===== src/rtl/and_gate_bist_ctrl_if.sv =====
// Signal bundle between the AND-gate self-test sequencer and whatever
// drives it (a bench, a cosim harness or FPGA glue logic).
//
// Handshake: start and abort are single-cycle, level-sampled requests on
// the rising clock edge. There is no ready signal. start is taken only
// while busy is low, and abort is taken in every state. done is a
// one-cycle pulse with no acknowledge. pass, err_count and fail_* are
// status values that stay valid until the next start, abort or reset
// changes them.
interface and_gate_bist_ctrl_if #(
    parameter int ERR_W = 8
);
    logic             start;
    logic             abort;
    logic             y_in;
    logic             a_out;
    logic             b_out;
    logic             busy;
    logic             done;
    logic             pass;
    logic [ERR_W-1:0] err_count;
    logic             fail_valid;
    logic [1:0]       fail_vec;
    logic             fail_y;
    logic [1:0]       dbg_state;

    modport master (
        output start, abort, y_in,
        input  a_out, b_out, busy, done, pass, err_count,
               fail_valid, fail_vec, fail_y, dbg_state
    );

    modport slave (
        input  start, abort, y_in,
        output a_out, b_out, busy, done, pass, err_count,
               fail_valid, fail_vec, fail_y, dbg_state
    );
endinterface


===== src/rtl/and_gate_bist_ctrl.sv =====
// Self-test sequencer for one external AND gate. It walks the gate
// inputs through 00, 01, 10, 11 and lets each vector settle. It then
// samples y against a&b, counts the mismatches, and records the first
// failing vector.
module and_gate_bist_ctrl #(
    parameter int SETTLE_CYCLES = 1,
    parameter int LOOPS         = 1,
    parameter int STOP_ON_ERR   = 1,
    parameter int ERR_W         = 8
) (
    input logic                 clk,
    input logic                 rst_n,
    and_gate_bist_ctrl_if.slave bus
);
    // Down-counter reload value. A settle time of 0 behaves like 1.
    localparam logic [7:0]       SETTLE_LAST = (SETTLE_CYCLES <= 1) ? 8'd0 : 8'(SETTLE_CYCLES - 1);
    localparam logic [15:0]      LOOP_LAST   = (LOOPS <= 1) ? 16'd0 : 16'(LOOPS - 1);
    localparam logic [ERR_W-1:0] ERR_MAX     = {ERR_W{1'b1}};

    typedef enum logic [1:0] {
        S_IDLE  = 2'd0,
        S_DRIVE = 2'd1,
        S_CHECK = 2'd2,
        S_DONE  = 2'd3
    } state_t;

    state_t           r_state;
    state_t           w_state_nxt;
    logic [1:0]       r_idx;
    logic [1:0]       w_idx_nxt;
    logic [15:0]      r_loop;
    logic [15:0]      w_loop_nxt;
    logic [7:0]       r_settle;
    logic             r_a;
    logic             r_b;
    logic             w_a_nxt;
    logic             w_b_nxt;
    logic [ERR_W-1:0] r_err;
    logic             r_fail_valid;
    logic [1:0]       r_fail_vec;
    logic             r_fail_y;
    logic             r_pass;
    logic             w_mismatch;
    logic             w_run_start;

    // The expected value for vector {a,b} is simply a&b.
    assign w_mismatch  = (bus.y_in != (r_idx[1] & r_idx[0]));
    assign w_run_start = (r_state == S_IDLE) && bus.start && !bus.abort;

    // State register.
    always_ff @(posedge clk or negedge rst_n) begin
        if (!rst_n) begin
            r_state <= S_IDLE;
        end else begin
            r_state <= w_state_nxt;
        end
    end

    // Next-state logic. abort beats every other condition.
    always_comb begin
        w_state_nxt = r_state;
        case (r_state)
            S_IDLE: begin
                if (w_run_start) begin
                    w_state_nxt = S_DRIVE;
                end
            end
            S_DRIVE: begin
                if (bus.abort) begin
                    w_state_nxt = S_IDLE;
                end else if (r_settle == 8'd0) begin
                    w_state_nxt = S_CHECK;
                end
            end
            S_CHECK: begin
                if (bus.abort) begin
                    w_state_nxt = S_IDLE;
                end else if (w_mismatch && (STOP_ON_ERR != 0)) begin
                    w_state_nxt = S_DONE;
                end else if ((r_idx != 2'd3) || (r_loop != LOOP_LAST)) begin
                    w_state_nxt = S_DRIVE;
                end else begin
                    w_state_nxt = S_DONE;
                end
            end
            S_DONE: begin
                w_state_nxt = S_IDLE;
            end
            default: begin
                w_state_nxt = S_IDLE;
            end
        endcase
    end

    // Output logic: next vector/loop indices and the gate inputs to register.
    always_comb begin
        w_idx_nxt  = r_idx;
        w_loop_nxt = r_loop;
        if (w_run_start) begin
            w_idx_nxt  = 2'd0;
            w_loop_nxt = 16'd0;
        end else if ((r_state == S_CHECK) && (w_state_nxt == S_DRIVE)) begin
            if (r_idx == 2'd3) begin
                w_idx_nxt  = 2'd0;
                w_loop_nxt = r_loop + 16'd1;
            end else begin
                w_idx_nxt = r_idx + 2'd1;
            end
        end
        // The gate inputs are held through DRIVE and CHECK and are low otherwise.
        if ((w_state_nxt == S_DRIVE) || (w_state_nxt == S_CHECK)) begin
            w_a_nxt = w_idx_nxt[1];
            w_b_nxt = w_idx_nxt[0];
        end else begin
            w_a_nxt = 1'b0;
            w_b_nxt = 1'b0;
        end
    end

    // Vector index, loop counter, settle counter and the registered gate inputs.
    always_ff @(posedge clk or negedge rst_n) begin
        if (!rst_n) begin
            r_idx    <= 2'd0;
            r_loop   <= 16'd0;
            r_settle <= 8'd0;
            r_a      <= 1'b0;
            r_b      <= 1'b0;
        end else begin
            r_idx  <= w_idx_nxt;
            r_loop <= w_loop_nxt;
            r_a    <= w_a_nxt;
            r_b    <= w_b_nxt;
            if ((w_state_nxt == S_DRIVE) && (r_state != S_DRIVE)) begin
                r_settle <= SETTLE_LAST;
            end else if ((r_state == S_DRIVE) && (r_settle != 8'd0)) begin
                r_settle <= r_settle - 8'd1;
            end
        end
    end

    // Result capture. A start clears the results, CHECK accumulates them,
    // DONE decides pass, and abort freezes everything except pass.
    always_ff @(posedge clk or negedge rst_n) begin
        if (!rst_n) begin
            r_err        <= '0;
            r_fail_valid <= 1'b0;
            r_fail_vec   <= 2'd0;
            r_fail_y     <= 1'b0;
            r_pass       <= 1'b0;
        end else if (w_run_start) begin
            r_err        <= '0;
            r_fail_valid <= 1'b0;
            r_fail_vec   <= 2'd0;
            r_fail_y     <= 1'b0;
            r_pass       <= 1'b0;
        end else if (bus.abort) begin
            r_pass <= 1'b0;
        end else if (r_state == S_CHECK) begin
            if (w_mismatch) begin
                if (r_err != ERR_MAX) begin
                    r_err <= r_err + 1'b1;
                end
                if (!r_fail_valid) begin
                    r_fail_valid <= 1'b1;
                    r_fail_vec   <= r_idx;
                    r_fail_y     <= bus.y_in;
                end
            end
        end else if (r_state == S_DONE) begin
            r_pass <= (r_err == '0);
        end
    end

    assign bus.a_out      = r_a;
    assign bus.b_out      = r_b;
    assign bus.busy       = (r_state != S_IDLE);
    assign bus.done       = (r_state == S_DONE);
    assign bus.pass       = r_pass;
    assign bus.err_count  = r_err;
    assign bus.fail_valid = r_fail_valid;
    assign bus.fail_vec   = r_fail_vec;
    assign bus.fail_y     = r_fail_y;
    assign bus.dbg_state  = r_state;
endmodule


===== src/flat_wrapper.sv =====
// flat-port wrapper written by rule: the top's interface ports become plain ports
module and_gate_bist_ctrl_flat 
#(
    parameter int SETTLE_CYCLES = 1,
    parameter int LOOPS         = 1,
    parameter int STOP_ON_ERR   = 1,
    parameter int ERR_W         = 8
)
  (clk, rst_n, bus_start, bus_abort, bus_y_in, bus_a_out, bus_b_out, bus_busy, bus_done, bus_pass, bus_err_count, bus_fail_valid, bus_fail_vec, bus_fail_y, bus_dbg_state);
  and_gate_bist_ctrl_if #(.ERR_W(ERR_W)) bus_i ();
  input logic clk;
  input logic rst_n;
  input wire logic [$bits(bus_i.start)-1:0] bus_start;
  input wire logic [$bits(bus_i.abort)-1:0] bus_abort;
  input wire logic [$bits(bus_i.y_in)-1:0] bus_y_in;
  output wire logic [$bits(bus_i.a_out)-1:0] bus_a_out;
  output wire logic [$bits(bus_i.b_out)-1:0] bus_b_out;
  output wire logic [$bits(bus_i.busy)-1:0] bus_busy;
  output wire logic [$bits(bus_i.done)-1:0] bus_done;
  output wire logic [$bits(bus_i.pass)-1:0] bus_pass;
  output wire logic [$bits(bus_i.err_count)-1:0] bus_err_count;
  output wire logic [$bits(bus_i.fail_valid)-1:0] bus_fail_valid;
  output wire logic [$bits(bus_i.fail_vec)-1:0] bus_fail_vec;
  output wire logic [$bits(bus_i.fail_y)-1:0] bus_fail_y;
  output wire logic [$bits(bus_i.dbg_state)-1:0] bus_dbg_state;
  assign bus_i.start = bus_start;
  assign bus_i.abort = bus_abort;
  assign bus_i.y_in = bus_y_in;
  assign bus_a_out = bus_i.a_out;
  assign bus_b_out = bus_i.b_out;
  assign bus_busy = bus_i.busy;
  assign bus_done = bus_i.done;
  assign bus_pass = bus_i.pass;
  assign bus_err_count = bus_i.err_count;
  assign bus_fail_valid = bus_i.fail_valid;
  assign bus_fail_vec = bus_i.fail_vec;
  assign bus_fail_y = bus_i.fail_y;
  assign bus_dbg_state = bus_i.dbg_state;
  and_gate_bist_ctrl #(.SETTLE_CYCLES(SETTLE_CYCLES), .LOOPS(LOOPS), .STOP_ON_ERR(STOP_ON_ERR), .ERR_W(ERR_W)) u_core (.clk(clk), .rst_n(rst_n), .bus(bus_i));
endmodule

===== config.mk =====
export PLATFORM = sky130hd
export DESIGN_NAME = and_gate_bist_ctrl_flat
export DESIGN_NICKNAME = d
export VERILOG_FILES = /design/src/rtl/and_gate_bist_ctrl_if.sv /design/src/rtl/and_gate_bist_ctrl.sv /design/src/flat_wrapper.sv
export SDC_FILE = /design/constraint.sdc
export NUM_CORES = 1
export LEC_CHECK = 0
export CAP_MARGIN = 20
export CORE_MARGIN = 8
export CORE_UTILIZATION = 61
export CTS_BUF_LIST = sky130_fd_sc_hd__clkbuf_16
export CTS_CLUSTER_DIAMETER = 100
export DETAILED_ROUTE_END_ITERATION = 6
export PLACE_DENSITY = 0.93
export SETUP_SLACK_MARGIN = 0.02
export SYNTH_ARGS = -nofsm -noshare
export SYNTH_HDL_FRONTEND = slang
export SYNTH_SLANG_ARGS = --single-unit

===== constraint.sdc =====
create_clock -name clk -period 4.97 [get_ports clk]
set_clock_uncertainty 0.2 [all_clocks]
set_input_delay 0.994 -clock clk [delete_from_list [all_inputs] [get_ports clk]]
set_output_delay 0.994 -clock clk [all_outputs]
set_load 0.02 [all_outputs]

# Yosys cells after proc, flatten, opt, wreduce, memory -nomap -nowiden
# Cells that the tools add are included.
dict set report totals {
  input_bits 5
  out_inout_bits 19
  elab_cells 95
  register_bits 43
}
dict set report classes {
  eq_ne 13
  addsub 4
  bitwise 1
  n_reduce_logical 26
  muxes 40
}
# op n
set ops {}
lappend ops {{two-way mux 8 bit} 7}
lappend ops {{two-way mux 16 bit} 3}
lappend ops {{two-way mux 2 bit} 14}
lappend ops {{adder 16 x 1 -> 16 bit (second input constant)} 1}
lappend ops {{logical NOT 8 bit} 2}
lappend ops {{nonzero test 16 bit} 1}
lappend ops {{two-way mux 1 bit} 15}
lappend ops {{nonzero test 2 bit} 7}
lappend ops {{adder 8 x 1 -> 8 bit (second input constant)} 1}
lappend ops {{equality test 2 bit (second input constant)} 4}
lappend ops {{!= test 8 bit (second input constant)} 1}
lappend ops {{case mux 2 bit (4 select lines)} 1}
lappend ops {{AND reduction 4 bit} 2}
lappend ops {{nonzero test 8 bit} 1}
lappend ops {{subtractor 8 x 1 -> 8 bit (second input constant)} 1}
lappend ops {{logical AND 1 bit} 5}
lappend ops {{equality test 2 x 1 -> 1 bit (second input constant)} 2}
lappend ops {{!= test 2 x 1 -> 1 bit (second input constant)} 2}
lappend ops {{!= test 2 bit (second input constant)} 2}
lappend ops {{AND reduction 2 bit} 2}
lappend ops {{!= test 3 x 2 -> 1 bit (second input constant)} 1}
lappend ops {{AND reduction 3 bit} 1}
lappend ops {{nonzero test 3 bit} 1}
lappend ops {{adder 2 x 1 -> 2 bit (second input constant)} 1}
lappend ops {{5 further kinds} 6}

# Logic depth before layout (Yosys ltp)
# Gate-level depths: netlist (run 1).
dict set report depth {
  ltp_word 11
  depth_mapped 12
  mapped_depth_nobuf 11
}

# Worst setup path before layout (run 1)
# No wires, ideal clock.
dict set report synth_path {
  kind {in2reg}
  from {in bus_abort}
  to {reg u_core.r_loop[15]}
  stages 9
  n_path_buf 2
  slack_ps 1788
  t_required_ps 4692
  t_arrival_ps 2904
  setup_ps 78
  path_cell_list {or4b_1 buf_2 o21ai_0 ha_1 and4b_1 buf_4 o2111ai_4 or3_1 a21oi_1}
}
dict set report synth_via {
  elab_chain_len 8
  word_cells_on_any_way 12
  classes_between {1 x eq/ne; 5 x mux; 6 x reduce/logical}
}
# item line
set synth_rtl {}
lappend synth_rtl {{from (decl)} flat_wrapper.sv:14} ;# input wire logic [$bits(bus_i.abort)-1:0] bus_abort;
lappend synth_rtl {{logical NOT 1 bit} and_gate_bist_ctrl.sv:48} ;# assign w_run_start = (r_state == S_IDLE) && bus.start && !bus.abort;
lappend synth_rtl {{logical AND 1 bit} and_gate_bist_ctrl.sv:48}
lappend synth_rtl {{two-way mux 2 bit} and_gate_bist_ctrl.sv:64} ;# if (w_run_start) begin
lappend synth_rtl {{case mux 2 bit (4 select lines) (*)} and_gate_bist_ctrl.sv:62} ;# case (r_state)
lappend synth_rtl {{net u_core.w_state_nxt[0]} and_gate_bist_ctrl.sv:28} ;# state_t w_state_nxt;
lappend synth_rtl {{equality test 2 x 1 -> 1 bit (*)} and_gate_bist_ctrl.sv:102} ;# end else if ((r_state == S_CHECK) && (w_state_nxt == S_DRIVE)) begin
lappend synth_rtl {{logical AND 1 bit (*)} and_gate_bist_ctrl.sv:102}
lappend synth_rtl {{nonzero test 2 bit (no source line) (*)} --}
lappend synth_rtl {{AND reduction 2 bit (no source line) (*)} --}
lappend synth_rtl {{to (signal assigned)} and_gate_bist_ctrl.sv:130} ;# r_loop <= w_loop_nxt;
lappend synth_rtl {{to (decl)} and_gate_bist_ctrl.sv:31} ;# logic [15:0] r_loop;
# The timed path passes the listed nets; every way through them passes the cells marked *.
# A chain may end at the register's enable or synchronous reset.

# Worst setup path after layout (run 1)
dict set report layout_path {
  from {in bus_abort}
  to {reg u_core.r_loop[14]}
}
# The elaborated chain is that of the path after synthesis.

==> flow_metrics.env, run 1 <==
export IMPL_wl_um=5263
export IMPL_crit_fanout=9
export IMPL_muxShareOfSynthArea_pct=5.495
export IMPL_p_comb_share_pct=26.5
export IMPL_holdCritPathClass="reg -> reg"
export IMPL_globalRouteMet3Util_pct=5.011
export IMPL_synthToLayoutAreaGrowth_pct=16.01
export IMPL_swShare_pct=32.86
export IMPL_dr_pass1_iters=5
export IMPL_seq_power_share_pct=42.8
export IMPL_ys_async_sr_fraction_pct=100.0
export IMPL_place_inst=304
export IMPL_dpl_hpwl_um=3540
export IMPL_worst_path_buf_inv=1
export IMPL_synthSimpleGateAreaFrac_pct=25.01
export IMPL_syn_inst=240
export IMPL_synth_edff_count=0
export IMPL_p_int_uw=672.1
export IMPL_vias=1934
export IMPL_grt_pass1_vias=1943
export IMPL_insertion_delay_ps=280
export IMPL_clock_sinks=43
export IMPL_drive_gt1_share_pct=9.091
export IMPL_p_leak_uw=0.001233
export IMPL_ys_types=57
export IMPL_arrival_ps=3950
export IMPL_instances_no_fill=312
export IMPL_end_kind="register"
export IMPL_slowest_stage="or4b_1"
export IMPL_setup_violations=0
export IMPL_initial_core_util_pct=64.34
export IMPL_met2_usage_pct=29.49
export IMPL_cts_resized=0
export IMPL_viasPerCell=6.199
export IMPL_rsz0062_at_grt="no"
export IMPL_p_per_area_nw_per_um2=360.9
export IMPL_ir_drop_v=0.0002591
export IMPL_max_stage_delay_ps=720
export IMPL_grt_use_met1_pct=21.11
export IMPL_postCtsSetupBuffers=0
export IMPL_nNetsFinal=275
export IMPL_start_kind="input port"
export IMPL_fmax_ghz=0.2528
export IMPL_cts_hold_buf=0
export IMPL_cp_required_ps=4960
export IMPL_synth_xor_area_share_pct=3.663
export IMPL_p_switching_uw=328.9
export IMPL_synth_top_family_by_area="simple AND/OR/NAND/NOR gates"
export IMPL_maxSlewViolCount=0
export IMPL_dieArea_um2=6179
export IMPL_worst_pin_slew_ps=934.7
export IMPL_drt_first_iter_violations=135
export IMPL_grt_max_degree=44
export IMPL_gp_congestion=0.8630
export IMPL_ys_flop_type="dfrtp_1"
export IMPL_cts_htree_levels=2
export IMPL_rows=22
export IMPL_status="finished clean"
export IMPL_cts_tree="yes"
export IMPL_ys_ff_latch=43
export IMPL_fin_tns_setup_ps=0
export IMPL_boundaryPins=24
export IMPL_antenna_found_initial=0
export IMPL_grt_ovfl_total=0
export IMPL_relSlewSlack_pct=37.69
export IMPL_drv_cap=0
export IMPL_synth_fa_ha_area_share_pct=3.663
export IMPL_synth_compound_area_share_pct=13.61
export IMPL_power_uw=1001
export IMPL_drt_wirelength_per_cell_um=16.87
export IMPL_synth_area_um2=2391
export IMPL_root_buffer="clkbuf_16"
export IMPL_fin_crit_sh_pct=79.58
export IMPL_cts_buffer_depth=2
export IMPL_hold_viol_final=0
export IMPL_io_buffers=23
export IMPL_syn_nets=252
export IMPL_n_antenna_cell=0
export IMPL_die_y_um=78.61
export IMPL_synth_seq_area_share_pct=45.00
export IMPL_coreArea_um2=3716
export IMPL_grt_busiest_layer="met2"
export IMPL_avgSynthCellArea_um2=9.963
export IMPL_drc=0
export IMPL_grt_usage_pct=18.06
export IMPL_min_period_ps=3955
export IMPL_die_x_um=78.61
export IMPL_clk_pin_slew_ps=60
export IMPL_grt_pass1_wl_um=9052
export IMPL_clkPwrFrac_pct=30.7
export IMPL_critPathKind="in -> reg"
export IMPL_critPathTopFamily="simple AND/OR/NAND/NOR gates"
export IMPL_numCtsBuffers=5
export IMPL_crit_chain="clkdlybuf4s50_1 -> or4b_1 -> o21ai_0 -> ha_1 -> and4b_1 -> o2111ai_2 -> or3_1 -> a21oi_1"
export IMPL_postRouteAntennaNets=0
export IMPL_yosys_warnings=0
==> state kept, by name (all words and copies together) (netlist names) <==
signal	flops
u_core.r_loop	16
u_core.bus.a_out	1
u_core.bus.err_count	8
u_core.bus.dbg_state	2
u_core.bus.pass	1
u_core.bus.b_out	1
u_core.bus.fail_valid	1
u_core.r_idx	2
u_core.bus.fail_y	1
u_core.r_settle	8
u_core.bus.fail_vec	2
==> power by group through the flow <==
stage | logic (uW) | registers, uW | clock network (uW)
finish | 266 | 428 | 307
global route | 294 | 434 | 329
floorplan | 195 | 428 | 0
detailed placement | 262 | 434 | 0
CTS | 265 | 428 | 311
global placement | 254 | 430 | 0
==> worst register-to-register path, cell delays in order, from the launching register on <==
cell       delay (ps)
dfrtp_1           520
nand2b_1          250
a31oi_2           440
nor2_1            100
o21ai_0           240
ha_1              270
and4b_1           460
o2111ai_2         220
or3_1             350
a21oi_1           170
==> path summary, 6_finish.rpt <==
check,depth (start not counted),slack [ps],to,start
worst max-delay path,8,1010,u_core.r_loop[14]$_DFFE_PN0P_,bus_abort
worst min-delay path,1,300,u_core.r_settle[7]$_DFFE_PN0P_,u_core.r_settle[7]$_DFFE_PN0P_
worst max register to register,9,1640,u_core.r_loop[14]$_DFFE_PN0P_,u_core.bus.dbg_state[1]$_DFF_PN0_
worst min register to register,1,300,u_core.r_settle[7]$_DFFE_PN0P_,u_core.r_settle[7]$_DFFE_PN0P_
max in group asynchronous,1,3340,u_core.r_idx[0]$_DFF_PN0_,rst_n
min in group asynchronous,1,660,u_core.r_settle[5]$_DFFE_PN0P_,rst_n
==> per-stage QoR <==
stage          util, %  setup slack (ps)  cell area [um^2]  hold WS (ps)
2_1_floorplan        -              1788              2391         246.3
6_report         74.65              1015              2774         300.3
4_1_cts          74.65              1020              2774         308.7
3_5_place_dp     70.94             771.4              2636         301.1
5_1_grt          74.65             808.2              2774         340.2
3_3_place_gp     70.94             892.7              2636         262.6
==> logic make-up after synthesis <==
group,count (synthesis)
and+or+nand+nor,107
xor gates and xnor gates,10
muxes,13
buffers and inverters,18
DFF,43
adders and majority gates,7
AOI/OAI and AO/OA,42
==> Yosys cell counts (3+ instances only) <==
library cell  count  area (um^2)
inv_1            10        37.54
nand3_1           7        35.03
nand4_1           9        56.30
dfrtp_1          43         1076
xnor2_1           4        35.03
or3_1             6        37.54
nor4_1            5        31.28
xor2_1            6        52.55
and2_1            3        18.77
nand2_1          21        78.83
a21oi_1          10        50.05
nor2_1           27        101.4
o21ai_0           9        45.04
nand2b_1          3        18.77
mux2i_1          12        120.1
nor3_1            5        25.02
ha_1              7        87.58
==> placed cells by master, fill, tap and decap left out, types with 3 or more instances in the layout <==
| master | count |
|---|---|
| dfrtp_1 | 43 |
| nor2_1 | 27 |
| clkdlybuf4s50_1 | 22 |
| nand2_1 | 21 |
| inv_1 | 12 |
| mux2i_1 | 12 |
| a21oi_1 | 10 |
| o21ai_0 | 9 |
| nand4_1 | 9 |
| nand3_1 | 7 |
| ha_1 | 7 |
| xor2_1 | 6 |
| or3_1 | 6 |
| nor3_1 | 5 |
| nor4_1 | 5 |
| clkbuf_16 | 5 |
| xnor2_1 | 4 |
| nand2b_1 | 3 |
| and2_1 | 3 |
==> routing by layer <==
| layer | vias up | part of all wire (%) |
|---|---|---|
| li1 | 917 | - |
| met1 | 937 | 42 |
| met2 | 63 | 50 |
| met3 | 17 | 5.8 |
| met4 | 0 | 2.9 |
| met5 | - | 0 |
==> area by class of cell <==
class | instances | area (um^2)
clock buffer | 5 | 125.1
clock inverter | 3 | 12.51
inverter | 10 | 37.54
timing repair buffer | 24 | 232.7
sequential | 43 | 1076
multi-input combinational | 179 | 1230
fill | 249 | 942.2
tap | 48 | 60.06
Power figures use the tool's default switching activity.
==> inputs of run 2 (changes only) <==
--- a/config.mk
+++ b/config.mk
@@ -7,11 +7,11 @@
 export LEC_CHECK = 0
 export CAP_MARGIN = 20
 export CORE_MARGIN = 8
-export CORE_UTILIZATION = 61
+export CORE_UTILIZATION = 51
 export CTS_BUF_LIST = sky130_fd_sc_hd__clkbuf_16
 export CTS_CLUSTER_DIAMETER = 100
 export DETAILED_ROUTE_END_ITERATION = 6
-export PLACE_DENSITY = 0.93
+export PLACE_DENSITY = 0.84
 export SETUP_SLACK_MARGIN = 0.02
 export SYNTH_ARGS = -nofsm -noshare
 export SYNTH_HDL_FRONTEND = slang
==> constraint.sdc (replaced) <==
create_clock -name clk -period 3.3 [get_ports clk]
set_clock_uncertainty 0.2 [all_clocks]
set_input_delay 0.66 -clock clk [delete_from_list [all_inputs] [get_ports clk]]
set_output_delay 0.66 -clock clk [all_outputs]
set_load 0.02 [all_outputs]
==> run 2 against run 1 <==
  * Core utilization is 13 points lower
  * Non-clock buffer count is 12 higher
  * Critical endpoint is now u_core.r_loop[7]$_DFFE_PN0P_
  * Final cell count is 5.8% higher
  * First-iteration DRC count is 9.6% lower
  * Largest cell class unchanged
==> flow_metrics.env, run 2 (synthesis results as in run 1) <==
export IMPL_drt_wirelength_per_cell_um=15.54
export IMPL_grt_pass1_wl_um=9121
export IMPL_slowest_stage="clkdlybuf4s50_1"
export IMPL_p_leak_uw=0.001286
export IMPL_grt_usage_pct=15.70
export IMPL_crit_fanout=7
export IMPL_numCtsBuffers=5
export IMPL_io_buffers=23
export IMPL_grt_max_degree=44
export IMPL_cts_buffer_depth=2
export IMPL_boundaryPins=24
export IMPL_n_antenna_cell=0
export IMPL_clock_sinks=43
export IMPL_hold_viol_final=0
export IMPL_drc=0
export IMPL_cts_hold_buf=0
export IMPL_clk_pin_slew_ps=60
export IMPL_drv_cap=0
export IMPL_drt_first_iter_violations=122
export IMPL_grt_ovfl_total=0
export IMPL_die_x_um=84.47
export IMPL_setup_violations=0
export IMPL_arrival_ps=3020
export IMPL_postRouteAntennaNets=0
export IMPL_fin_tns_setup_ps=0
export IMPL_cts_htree_levels=2
export IMPL_min_period_ps=3050
export IMPL_vias=1938
export IMPL_cts_tree="yes"
export IMPL_critPathKind="in -> reg"
export IMPL_die_y_um=84.47
export IMPL_antenna_found_initial=0
export IMPL_largest_register="u_core.r_loop"
export IMPL_fin_crit_sh_pct=92.41
export IMPL_final_common_cell="dfrtp_1"
export IMPL_critPathTopFamily="simple AND/OR/NAND/NOR gates"
export IMPL_start_kind="input port"
export IMPL_wl_um=5127
export IMPL_worst_path_buf_inv=3
export IMPL_gp_congestion=0.8468
export IMPL_holdCritPathClass="reg -> reg"
export IMPL_crit_chain="clkdlybuf4s50_1 -> buf_4 -> nor4_1 -> nand4_1 -> nor2_1 -> o21ai_0 -> ha_1 -> and4b_1 -> buf_4 -> o2111ai_1 -> xor2_1 -> nor2_1"
export IMPL_postCtsSetupBuffers=0
export IMPL_mostFrequentLayoutCells="dfrtp_1 (43), nor2_1 (27), clkdlybuf4s50_1 (22)"
export IMPL_rows=25
export IMPL_synthToLayoutAreaGrowth_pct=20.25
export IMPL_ir_drop_v=0.0002492
export IMPL_initial_core_util_pct=51.65
export IMPL_nNetsFinal=287
export IMPL_end_kind="register"
export IMPL_drive_gt1_share_pct=13.41
export IMPL_root_buffer="clkbuf_16"
export IMPL_fmax_ghz=0.3279
export IMPL_largest_reg_flops=16
export IMPL_stdcell_area_um2=2875
export IMPL_insertion_delay_ps=280
export IMPL_p_per_area_nw_per_um2=546.3
export IMPL_worst_pin_slew_ps=964.5
export IMPL_cp_required_ps=3270
export IMPL_dpl_cell_area_um2=2734
export IMPL_maxSlewViolCount=0
export IMPL_dieArea_um2=7135
export IMPL_viasPerCell=5.873
export IMPL_coreArea_um2=4629
export IMPL_grt_pass1_vias=1894
export IMPL_max_stage_delay_ps=470
export IMPL_rsz0062_at_grt="no"
export IMPL_status="finished clean"
export IMPL_dpl_hpwl_um=3662
export IMPL_cts_resized=0
export IMPL_relSlewSlack_pct=35.70
export IMPL_dr_pass1_iters=4
-- run 2: final timing paths --
path / slack, ps / cells after the start / endpoint / start
worst min-delay path: 280 / 1 / u_core.r_settle[7]$_DFFE_PN0P_ / u_core.r_settle[7]$_DFFE_PN0P_
worst min register to register: 280 / 1 / u_core.r_settle[7]$_DFFE_PN0P_ / u_core.r_settle[7]$_DFFE_PN0P_
worst max-delay path: 250 / 12 / u_core.r_loop[7]$_DFFE_PN0P_ / bus_abort
worst max register to register: 460 / 9 / u_core.r_loop[12]$_DFFE_PN0P_ / u_core.r_idx[0]$_DFF_PN0_
max in group asynchronous: 1970 / 1 / u_core.bus.a_out$_DFF_PN0_ / rst_n
min in group asynchronous: 330 / 1 / u_core.r_settle[7]$_DFFE_PN0P_ / rst_n
-- run 2: area by class of cell --
| type | count | area (um^2) |
|---|---|---|
| clock buffers | 5 | 125.1 |
| clock inverters | 3 | 16.27 |
| fillers | 373 | 1754 |
| inverters | 10 | 37.54 |
| multi-input cells | 179 | 1230 |
| flip-flops and latches | 43 | 1076 |
| well taps | 54 | 67.56 |
| repair buffers | 36 | 322.8 |
-- run 2: routing by layer --
metal	track usage (%)	part of all wire (%)	vias up	wire (um)
li1	-	-	948	-
met1	19.55	44	948	2260
met2	25.64	50	37	2567
met3	4.098	4.5	5	231
met4	5.340	1.3	0	68
met5	0	0	-	0
-- run 2: power breakdown --
group          switching (uW)  internal, uW  total (uW)  leakage [uW]
sequential               62.7           581         644      0.000592
combinational             252           202         454      0.000623
clock                     197           276         473     0.0000710
-- run 2: worst reg2reg max path, delay by kind of cell (launching register included) --
family	cells	cell delay, ps
fa+ha+maj	2	500
xor+xnor	1	280
simple gates	2	670
flops	1	410
compound gates	4	710
-- run 2: metrics by stage --
step | setup WS, ps | std cells | hold WS, ps | total power, uW | util (%)
2_1_floorplan | 369.7 | 240 | 164.4 | 938.6 | -
3_3_place_gp | 86.73 | 322 | 263.5 | 1090 | 59.05
3_5_place_dp | -1.481 | 322 | 273.5 | 1107 | 59.05
4_1_cts | 275.8 | 330 | 281.7 | 1588 | 62.11
5_1_grt | 79.89 | 330 | 314.5 | 1665 | 62.11
6_report | 250.3 | 330 | 280.3 | 1571 | 62.11
==> inputs of run 3 (changes only) <==
==> constraint.sdc (replaced) <==
create_clock -name clk -period 2.8 [get_ports clk]
set_clock_uncertainty 0.2 [all_clocks]
set_input_delay 0.56 -clock clk [delete_from_list [all_inputs] [get_ports clk]]
set_output_delay 0.56 -clock clk [all_outputs]
set_load 0.02 [all_outputs]
==> run 3 against run 2 <==
  * Global-route usage up 1.6 points
  * Clock-buffer cell count unchanged
  * Routed wire length up 17%
  * Sequential share of layout area down 2.8 points
  * Highest routed layer unchanged
  * Via count up 6.2%
  * Combinational power up 34%
==> flow_metrics.env, run 3 (synthesis results as in run 1) <==
export IMPL_drv_cap=0
export IMPL_worst_pin_slew_ps=560.0
export IMPL_clock_sinks=43
export IMPL_cts_htree_levels=2
export IMPL_numCtsBuffers=5
export IMPL_die_x_um=84.47
export IMPL_setup_slack_ps=112.3
export IMPL_wl_um=6016
export IMPL_start_kind="register"
export IMPL_end_kind="register"
export IMPL_n_antenna_cell=0
export IMPL_vias=2058
export IMPL_hold_viol_final=0
export IMPL_cts_buffer_depth=2
export IMPL_nNetsFinal=304
export IMPL_max_stage_delay_ps=420
export IMPL_min_period_ps=2688
export IMPL_critPathTopFamily="simple AND/OR/NAND/NOR gates"
export IMPL_p_leak_uw=0.001394
export IMPL_arrival_ps=2700
export IMPL_worst_path_buf_inv=0
export IMPL_rows=25
export IMPL_root_buffer="clkbuf_16"
export IMPL_dr_pass1_iters=4
export IMPL_status="finished clean"
export IMPL_slowest_stage="dfrtp_1"
export IMPL_insertion_delay_ps=290
export IMPL_ff2ff_path_depth=9
export IMPL_gp_congestion=0.8395
export IMPL_ir_drop_v=0.0003536
export IMPL_grt_pass1_vias=2046
export IMPL_holdWs_ps=51.82
export IMPL_drt_wirelength_per_cell_um=17.34
export IMPL_boundaryPins=24
export IMPL_fmax_ghz=0.3721
export IMPL_mostFrequentLayoutCells="dfrtp_1 (41), buf_4 (28), nor2_1 (26)"
export IMPL_relSlewSlack_pct=62.66
export IMPL_fin_crit_sh_pct=95.99
export IMPL_cts_tree="yes"
export IMPL_critPathKind="reg -> reg"
export IMPL_synthToLayoutAreaGrowth_pct=30.19
export IMPL_dpl_hpwl_um=3916
export IMPL_io_buffers=23
export IMPL_viasPerCell=5.931
export IMPL_largest_reg_flops=16
export IMPL_initial_core_util_pct=51.65
export IMPL_grt_usage_pct=17.28
export IMPL_drc=0
export IMPL_cp_depth=9
export IMPL_coreArea_um2=4629
export IMPL_cp_required_ps=2820
export IMPL_dp_slack_ps=-391.8
export IMPL_holdCritPathClass="in -> async"
export IMPL_grt_max_degree=27
export IMPL_stdcell_area_um2=3113
export IMPL_grt_ovfl_total=0
export IMPL_grt_pass1_wl_um=9894
export IMPL_dieArea_um2=7135
export IMPL_final_common_cell="dfrtp_1"
export IMPL_antenna_found_initial=0
export IMPL_crit_chain="ha_2 -> xnor2_2 -> o32ai_2 -> o21ai_2 -> ha_2 -> and4b_2 -> o2111ai_4 -> or3_1 -> a21oi_2"
export IMPL_drive_gt1_share_pct=24.91
export IMPL_largest_register="u_core.r_loop"
export IMPL_maxSlewViolCount=0
export IMPL_dpl_cell_area_um2=2823
export IMPL_rsz0062_at_grt="no"
export IMPL_crit_fanout=7
export IMPL_postRouteAntennaNets=0
export IMPL_clk_pin_slew_ps=70
export IMPL_die_y_um=84.47
export IMPL_drt_first_iter_violations=133
export IMPL_p_per_area_nw_per_um2=626.6
export IMPL_setup_violations=0
export IMPL_cpMostUsedCell="ha_2"
-- run 3: cell types whose count changed in the layout (fill, tap and decap cells not counted), moves of 3 or more --
cell,change
ha_2,+3
clkdlybuf4s50_1,-3
ha_1,-3
buf_4,+15
-- run 3: cell type report --
cell class / count / area (um^2)
clock buffers: 5 / 125.1
clock inverters: 3 / 23.77
repair buffers: 53 / 454.2
inverters: 10 / 37.54
flip-flops and latches: 43 / 1079
well taps: 54 / 67.56
fillers: 334 / 1516
multi-input cells: 179 / 1326
-- run 3: timing repair --
action	CTS	global route
pin swaps	5	4
endpoints found under the hold margin	0	0
hold buffers	0	0
setup buffers	8	0
setup endpoints to repair	12	21
resized for setup	10	13
-- run 3: per-stage QoR --
stage               TNS (ps)  utilization, %  total power, uW  std cells
floorplan                  0               -             1132        240
global placement       -3577           60.97             1311        331
detailed placement     -5097           60.97             1336        331
CTS                        0           66.22             1939        347
global route               0           67.24             2048        347
finish                     0           67.24             1951        347
-- run 3: worst paths after layout --
check | startpoint | endpoint | slack (ps)
setup / recovery | u_core.r_idx[0]$_DFF_PN0_ | u_core.r_loop[15]$_DFFE_PN0P_ | 110
max in group asynchronous | rst_n | u_core.r_loop[11]$_DFFE_PN0P_ | 1690
hold reg to reg | u_core.r_settle[7]$_DFFE_PN0P_ | u_core.r_settle[7]$_DFFE_PN0P_ | 280
setup reg to reg | u_core.r_idx[0]$_DFF_PN0_ | u_core.r_loop[15]$_DFFE_PN0P_ | 110
hold / removal | rst_n | u_core.r_settle[7]$_DFFE_PN0P_ | 50
min in group clk | u_core.r_settle[7]$_DFFE_PN0P_ | u_core.r_settle[7]$_DFFE_PN0P_ | 280
-- run 3: routing by layer --
layer | wire (um) | vias up | global-route usage [%]
li1 | - | 982 | -
met1 | 2460 | 1017 | 19.35
met2 | 3154 | 47 | 29.44
met3 | 265 | 12 | 4.390
met4 | 135 | 0 | 9.223
met5 | 0 | - | 0
-- run 3: power by group --
group	leakage [uW]	switching [uW]	total (uW)	internal (uW)
registers	0.000589	63.2	749	686
clock network	0.0000664	258	591	334
logic	0.000739	341	610	269
